--- src/rtl/credit_dispatch_pkg.sv ---
// Shared types and constants for the credit dispatch responder.
package credit_dispatch_pkg;

  localparam int IDX_W = 2;
  localparam int LANES = 4;

  typedef enum logic [1:0] {
    IDLE   = 2'd0,
    GRANT  = 2'd1,
    REFILL = 2'd2
  } state_t;

  function automatic logic [LANES-1:0] onehot(input logic [IDX_W-1:0] i);
    onehot    = '0;
    onehot[i] = 1'b1;
  endfunction

endpackage

--- src/rtl/credit_dispatch_counter.sv ---
// Saturating WIDTH-bit down-counter holding one lane's credit.
module credit_counter #(
  parameter int WIDTH = 3,
  parameter int INIT  = 7
) (
  input  logic             clk,
  input  logic             reset,
  input  logic             dec,
  input  logic             load,
  input  logic [WIDTH-1:0] load_val,
  output logic [WIDTH-1:0] count,
  output logic             zero
);

  assign zero = (count == '0);

  // NOTE: sequential state uses non-blocking assignments so every register
  // samples pre-edge values, independent of statement order.
  always_ff @(posedge clk) begin
    if (reset)
      count <= WIDTH'(INIT);
    else if (load)
      count <= load_val;
    else if (dec && !zero)
      count <= count - WIDTH'(1);
  end

endmodule

--- src/rtl/credit_dispatch.sv ---
// Accepts selector indices, spends per-lane credits, issues one-hot grants
// and reloads credits after exhaustion or on request.
module credit_dispatch
  import credit_dispatch_pkg::*;
#(
  parameter int WIDTH         = 3,
  parameter int INIT_CREDIT   = 7,
  parameter int REFILL_CYCLES = 4
) (
  input  logic             clk,
  input  logic             reset,
  input  logic             idx_valid,
  input  logic [IDX_W-1:0] idx,
  output logic             idx_ready,
  input  logic             refill_req,
  output logic [WIDTH-1:0] credit_a,
  output logic [WIDTH-1:0] credit_b,
  output logic [WIDTH-1:0] credit_c,
  output logic [WIDTH-1:0] credit_d,
  output logic [LANES-1:0] grant,
  output logic             grant_valid,
  output logic             grant_err,
  output logic             busy
);

  localparam int CNT_W = (REFILL_CYCLES > 1) ? $clog2(REFILL_CYCLES) : 1;
  localparam logic [CNT_W-1:0] LAST = CNT_W'(REFILL_CYCLES - 1);

  state_t           state;
  logic [CNT_W-1:0] rcnt;
  logic [WIDTH-1:0] credit [LANES];
  logic [LANES-1:0] zero;
  logic             hs;
  logic             reload;

  assign idx_ready = (state == IDLE) && !refill_req;
  assign hs        = idx_valid && idx_ready;
  assign reload    = (state == REFILL) && (rcnt == LAST);
  assign busy      = (state != IDLE);

  for (genvar i = 0; i < LANES; i++) begin : g_lane
    credit_counter #(.WIDTH(WIDTH), .INIT(INIT_CREDIT)) u_cnt (
      .clk      (clk),
      .reset    (reset),
      .dec      (hs && (idx == IDX_W'(i))),
      .load     (reload),
      .load_val (WIDTH'(INIT_CREDIT)),
      .count    (credit[i]),
      .zero     (zero[i])
    );
  end

  assign credit_a = credit[0];
  assign credit_b = credit[1];
  assign credit_c = credit[2];
  assign credit_d = credit[3];

  always_ff @(posedge clk) begin
    if (reset) begin
      state       <= IDLE;
      rcnt        <= '0;
      grant       <= '0;
      grant_valid <= 1'b0;
      grant_err   <= 1'b0;
    end else begin
      // Grant outputs are a one-cycle pulse: cleared unless IDLE sets them.
      grant       <= '0;
      grant_valid <= 1'b0;
      grant_err   <= 1'b0;
      case (state)
        IDLE: begin
          if (refill_req) begin
            state <= REFILL;
          end else if (hs) begin
            state       <= GRANT;
            grant_valid <= 1'b1;
            grant_err   <= zero[idx];
            grant       <= zero[idx] ? '0 : onehot(idx);
          end
        end
        GRANT:  state <= (&zero) ? REFILL : IDLE;
        REFILL: begin
          if (rcnt == LAST) begin
            rcnt  <= '0;
            state <= IDLE;
          end else begin
            rcnt <= rcnt + CNT_W'(1);
          end
        end
        default: state <= IDLE;
      endcase
    end
  end

endmodule

--- config.mk ---
export PLATFORM = sky130hd
export DESIGN_NAME = credit_dispatch
export DESIGN_NICKNAME = d
export VERILOG_FILES = /design/src/rtl/credit_dispatch_pkg.sv /design/src/rtl/credit_dispatch_counter.sv /design/src/rtl/credit_dispatch.sv
export SDC_FILE = /design/constraint.sdc
export NUM_CORES = 1
export LEC_CHECK = 0
export ABC_AREA = 1
export CORE_MARGIN = 8
export CORE_UTILIZATION = 50
export DETAILED_ROUTE_END_ITERATION = 8
export GPL_TIMING_DRIVEN = 0
export PLACE_DENSITY = 0.82
export SYNTH_ARGS = -nofsm -noshare
export SYNTH_HDL_FRONTEND = slang
export SYNTH_SLANG_ARGS = --single-unit
--- constraint.sdc ---
create_clock -name clk -period 3 [get_ports clk]
set_clock_uncertainty 0.05 [all_clocks]
set_input_delay 0.9 -clock clk [delete_from_list [all_inputs] [get_ports clk]]
set_output_delay 0.9 -clock clk [all_outputs]
set_load 0.1 [all_outputs]
Word level (Yosys, flattened, before mapping) --
Index checks and enable logic that the tools add are counted.
Cells by class: $add $sub $neg 5, order comparisons 2, eq/ne operators 8, multiplexer cells 11, bitwise operators 2, reduce and logical (&&, ||, !) cells 30
Operators with widths (count):
- $logic_and 1x1->1 | 12
- $logic_not 3->1 | 4
- $sub 3x1->3 const B | 4
- $mux 2 | 5
- $eq 2x2->1 const B | 4
- $pmux 2 s3 | 1
- $logic_not 1->1 | 5
- $reduce_or 5->1 | 1
- $eq 2x1->1 const B | 2
- $logic_not 2->1 | 2
- $reduce_and 4->1 | 1
- $reduce_or 4->1 | 1
- $lt 2x3->1 const B | 1
- $mux 1 | 3
- $ne 3x3->1 const B | 1
- $reduce_or 3->1 | 1
- $add 2x1->2 const B | 1
- $bmux 1 s2 | 1
- $demux 1 s2 | 1
- $ge 2x1->1 const B | 1
- $ne 2x1->1 const B | 1
- $not 1->1 | 2
- $reduce_and 2->1 | 1
- $reduce_bool 2->1 | 1
- $reduce_or 2->1 | 1
Storage, ports and cells: register bits 22, word-level logic and storage cells 67

Longest topological paths before layout --
Gate-level depths: netlist (run 1).
word-level depth 6, mapped depth 7, mapped depth without buffers 7

Hierarchy --
From an unflattened synthesis (run 1), not the netlist that was laid out.
Second synthesis, totals: cell total of the unflattened synthesis 172, area, all modules 1231.2 um^2
By module, submodules not included:
- credit_counter | times used 4, cells an instance 27, area each 183.9 um^2, seq. area each 60.1 um^2
- credit_dispatch | times used 1, cells an instance 64, area each 495.5 um^2, seq. area each 200.2 um^2

Least setup slack after synthesis (run 1) --
No wires, ideal clock.
kind register to output, from reg state[0], to out idx_ready, arrival 2.329 ns, setup slack -0.279 ns, cell stages (with the launch flop) 4, cells stage by stage dfxtp_1 nor2_2 inv_1 nor2_1
On the way: word-level cells in the longest chain between the ends 2
Ends and longest elaborated chain:
- start: declaration | line credit_dispatch.sv:29 | state_t state;
- start signal: assignment | line credit_dispatch.sv:81 | GRANT: state <= (&zero) ? REFILL : IDLE;
- $logic_not 2->1 | line credit_dispatch.sv:36 | assign idx_ready = (state == IDLE) && !refill_req;
- $logic_and 1x1->1 | line credit_dispatch.sv:36
- end: declaration | line credit_dispatch.sv:14 | output logic idx_ready,
Every way passes these cells.

Worst setup path after layout (run 1) --
from reg g_lane[0].u_cnt.count[2], to out credit_a[2]
RTL lines:
- start: declaration | line credit_dispatch_counter.sv:11 | output logic [WIDTH-1:0] count,
- start signal: assignment | line credit_dispatch_counter.sv:21 | count <= WIDTH'(INIT);
- start signal: assignment | line credit_dispatch_counter.sv:23 | count <= load_val;
- start signal: assignment | line credit_dispatch_counter.sv:25 | count <= count - WIDTH'(1);
- end: declaration | line credit_dispatch.sv:16 | output logic [WIDTH-1:0] credit_a,
No word-level cell between the ends.

==> results of run 1 <==
how the worst min path moves through the flow:
stage	from	to
finish	g_lane[1].u_cnt.count[0]$_SDFFE_PP1P_	g_lane[1].u_cnt.count[0]$_SDFFE_PP1P_
global route	g_lane[1].u_cnt.count[0]$_SDFFE_PP1P_	g_lane[1].u_cnt.count[0]$_SDFFE_PP1P_
CTS	g_lane[1].u_cnt.count[0]$_SDFFE_PP1P_	g_lane[1].u_cnt.count[0]$_SDFFE_PP1P_
detailed placement	g_lane[1].u_cnt.count[0]$_SDFFE_PP1P_	g_lane[1].u_cnt.count[0]$_SDFFE_PP1P_
global placement	g_lane[1].u_cnt.count[1]$_SDFFE_PP1P_	g_lane[1].u_cnt.count[1]$_SDFFE_PP1P_
floorplan	rcnt[1]$_SDFFE_PP0P_	rcnt[1]$_SDFFE_PP0P_
what timing repair did:
| action | 4_1_cts | 5_1_grt |
|---|---|---|
| setup buffers | 0 | 0 |
| endpoints found under the setup margin | 1 | 2 |
| resized for setup | 3 | 3 |
| cloned | 0 | 0 |
power by group through the flow:
stage / Clock, mW / Combinational [mW] / Sequential, mW
2_1_floorplan: 0 / 0.0761 / 0.364
3_3_place_gp: 0 / 0.158 / 0.318
3_5_place_dp: 0 / 0.161 / 0.319
4_1_cts: 0.234 / 0.162 / 0.313
5_1_grt: 0.247 / 0.171 / 0.314
6_report: 0.235 / 0.160 / 0.313
cell usage after synthesis (2+ instances only):
cell	number
nand3_2	4
nor2_1	24
o21ai_2	5
o21ai_1	5
inv_1	24
xor2_1	4
nand2_1	28
o21ai_0	4
inv_2	3
dfxtp_1	22
nor2_2	2
ha_1	9
nand3_1	9
buf_6	2
per-stage QoR:
stage	TNS [ns]	setup slack [ns]	area, sq um	power, mW
floorplan	0	0.184	1150	0.440
global placement	-0.542	-0.542	1440	0.476
detailed placement	-0.562	-0.562	1440	0.480
CTS	0	0.00981	1490	0.709
global route	0	0.0682	1490	0.733
finish	0	0.126	1490	0.708
registers in the layout, summed over array words and instances (netlist names):
name                flops
g_lane.u_cnt.count     12
grant                   4
grant_err               1
grant_valid             1
rcnt                    2
state                   2
worst min-delay path: cells and delay by family, from the launching register on:
family / cells / cell delay, ns
flops: 1 / 0.35
compound gates: 1 / 0.06
simple gates: 1 / 0.05
final cells by class:
class,instances,area [sq um]
Buffer,2,22.5
Clock buffer,3,22.5
Clock inverter,1,30.0
Fill cell,187,702
Inverter,27,101
Multi-Input combinational cell,100,589
Sequential cell,22,440
Tap cell,28,35.0
Timing Repair Buffer,25,248
logic make-up (layout without fill, tap and decap cells):
family | count (synthesis) | after routing
simple gates | 70 | 70
compound gates | 16 | 16
buf+inv | 29 | 58
flops | 22 | 22
xor+xnor | 5 | 5
fa+ha+maj | 9 | 9
layer usage:
metal	track usage (%)	up-vias	wire length [um]
met5	0	-	0
met4	4.46	0	25
met3	4.36	4	154
met2	21.8	28	1190
met1	13.5	473	1140
li1	-	524	-
==> results.tsv, run 1 <==
metric	value	unit
status	complete, no violations	
Reg-to-Reg End	g_lane[1].u_cnt.count[0]$_SDFFE_PP1P_	
CP max stage cell	clkdlybuf4s50_1	
Slew Limit Fails	0	
worst min-delay path class	flip-flop to flip-flop	
maximum vdd drop	0.297	mV
hold buffers post-CTS	0	
Post-synth EDFFs	0	
Reg2Reg Launch Point	g_lane[1].u_cnt.count[0]$_SDFFE_PP1P_	
simple-gate share of the synthesized area	28.6	%
largest family of logic cells by synthesized area	simple AND/OR/NAND/NOR gates	
switching portion of total power	32.0	%
CTS root buf	clkbuf_4	
core area	0.00219	sq mm
DRT Pass-1 Iters	4	
crit path DAT	1.92	ns
Period minus WS final	2.87	ns
Avg WL per Cell	12.1	um
Worst Setup End Kind	output pin	
die width	64.0	um
CP Class	flip-flop to output pin	
Critical Path End	credit_a[2]	
Final Hold Vio Count	0	
Post-synth top flop	dfxtp_1	
WP depth	1	
Critical Path Start	g_lane[0].u_cnt.count[2]$_SDFFE_PP1P_	
worst r2r path cells	7	
leakage power total	0.738	nW
Initial Utilization	52.5	%
Comb power frac	22.6	%
height of the die	64.0	um
CTS Sinks	22	
Buf+Inv Stages, Crit Path	1	
DR iter-0 viols	15	
Port Buffers	25	
placed cells	204	
layout cells sized above 1	13.3	%
count of state elements after synthesis	22	
clk buf depth	2	
Residual DRC	0	
Power Dens Cells	476	mW/mm^2
Max FO, Critical Path	4	
GRT Total Usage	12.5	%
Crit path largest cell delay	1.17	ns
Post-Syn Nets	166	
cells after synthesis	151	
Finished Layout Cells	208	
Reg2Reg Setup Slack	1.58	ns
first-pass GRT wire length	4400	um
Slew HR	34.6	%
Clk Latency, worst-skew pair	0.32	ns
Hold WS	0.441	ns
Hold Path Depth	2	
Setup crit start kind	flip-flop	
H-Tree Depth	1	
complex-gate fraction of the synthesized area	8.80	%
DR vias	1029	
Yosys top cell by area	dfxtp_1	
num rows	17	
largest net degree at the start of global routing	14	
switching pwr	0.227	mW
Worst Max-Slew Pin Slew	0.978	ns
# setup viols final	0	
Crit path required time	2.05	ns
initial antenna violation count	0	
io pins	26	
xor-xnor portion of the synthesized cell area	3.80	%
Synth top area share	38.3	%
Int Pwr	0.481	mW
delay-heaviest family, CP	buffers and inverters	
Synth cell types	20	
CTS tree	done	
via/cell ratio	4.95	
critical path cell sequence	clkdlybuf4s50_1	
Detail Route Antenna Nets	0	
routability congestion estimate	0.838	
multiplexer share of the synthesized area	0	%
DPL Wire Length	1890	um
Worst-path clk slew	0.14	ns
Synth Area in Adders	9.78	%
Core Util, Final	68.0	%
ys async rst share	0	%
Syn-to-layout area delta	29.3	%
RSZ-0062 raised after global routing	false	
Yosys warnings	0	
final period utilization	95.8	%
Post-Syn Area	0.00115	sq mm
commonest non-fill, non-tap cells in the layout	nand2_1, inv_1, nor2_1, clkdlybuf4s50_1, dfxtp_1	
vias in the first global route	1029	
Clock power frac	33.2	%
Sequential Power Share	44.2	%
ANT cells	0	
nets	196	
Avg Cell Area, Syn	7.62	sq um
Area contributors post-synth	dfxtp_1, ha_1, nand2_1	
Fmax	0.348	GHz
total grt overflow	0	
MaxCap Viol Count	0	
commonest non-fill, non-tap cell in the layout	nand2_1	
Seq/Total Area, Yosys	38.3	%
total CTS buffers	3	
drt total wl	2510	um
Die ar.	0.00409	sq mm
Power figures use the tool's default switching activity.
==> run 2, diff against run 1 <==
Settings changed: CTS_CLUSTER_DIAMETER set to 30, CTS_CLUSTER_SIZE set to 8.
==> results of run 2 <==
No change in the layout: final DEF, timing and power equal those of run 1.
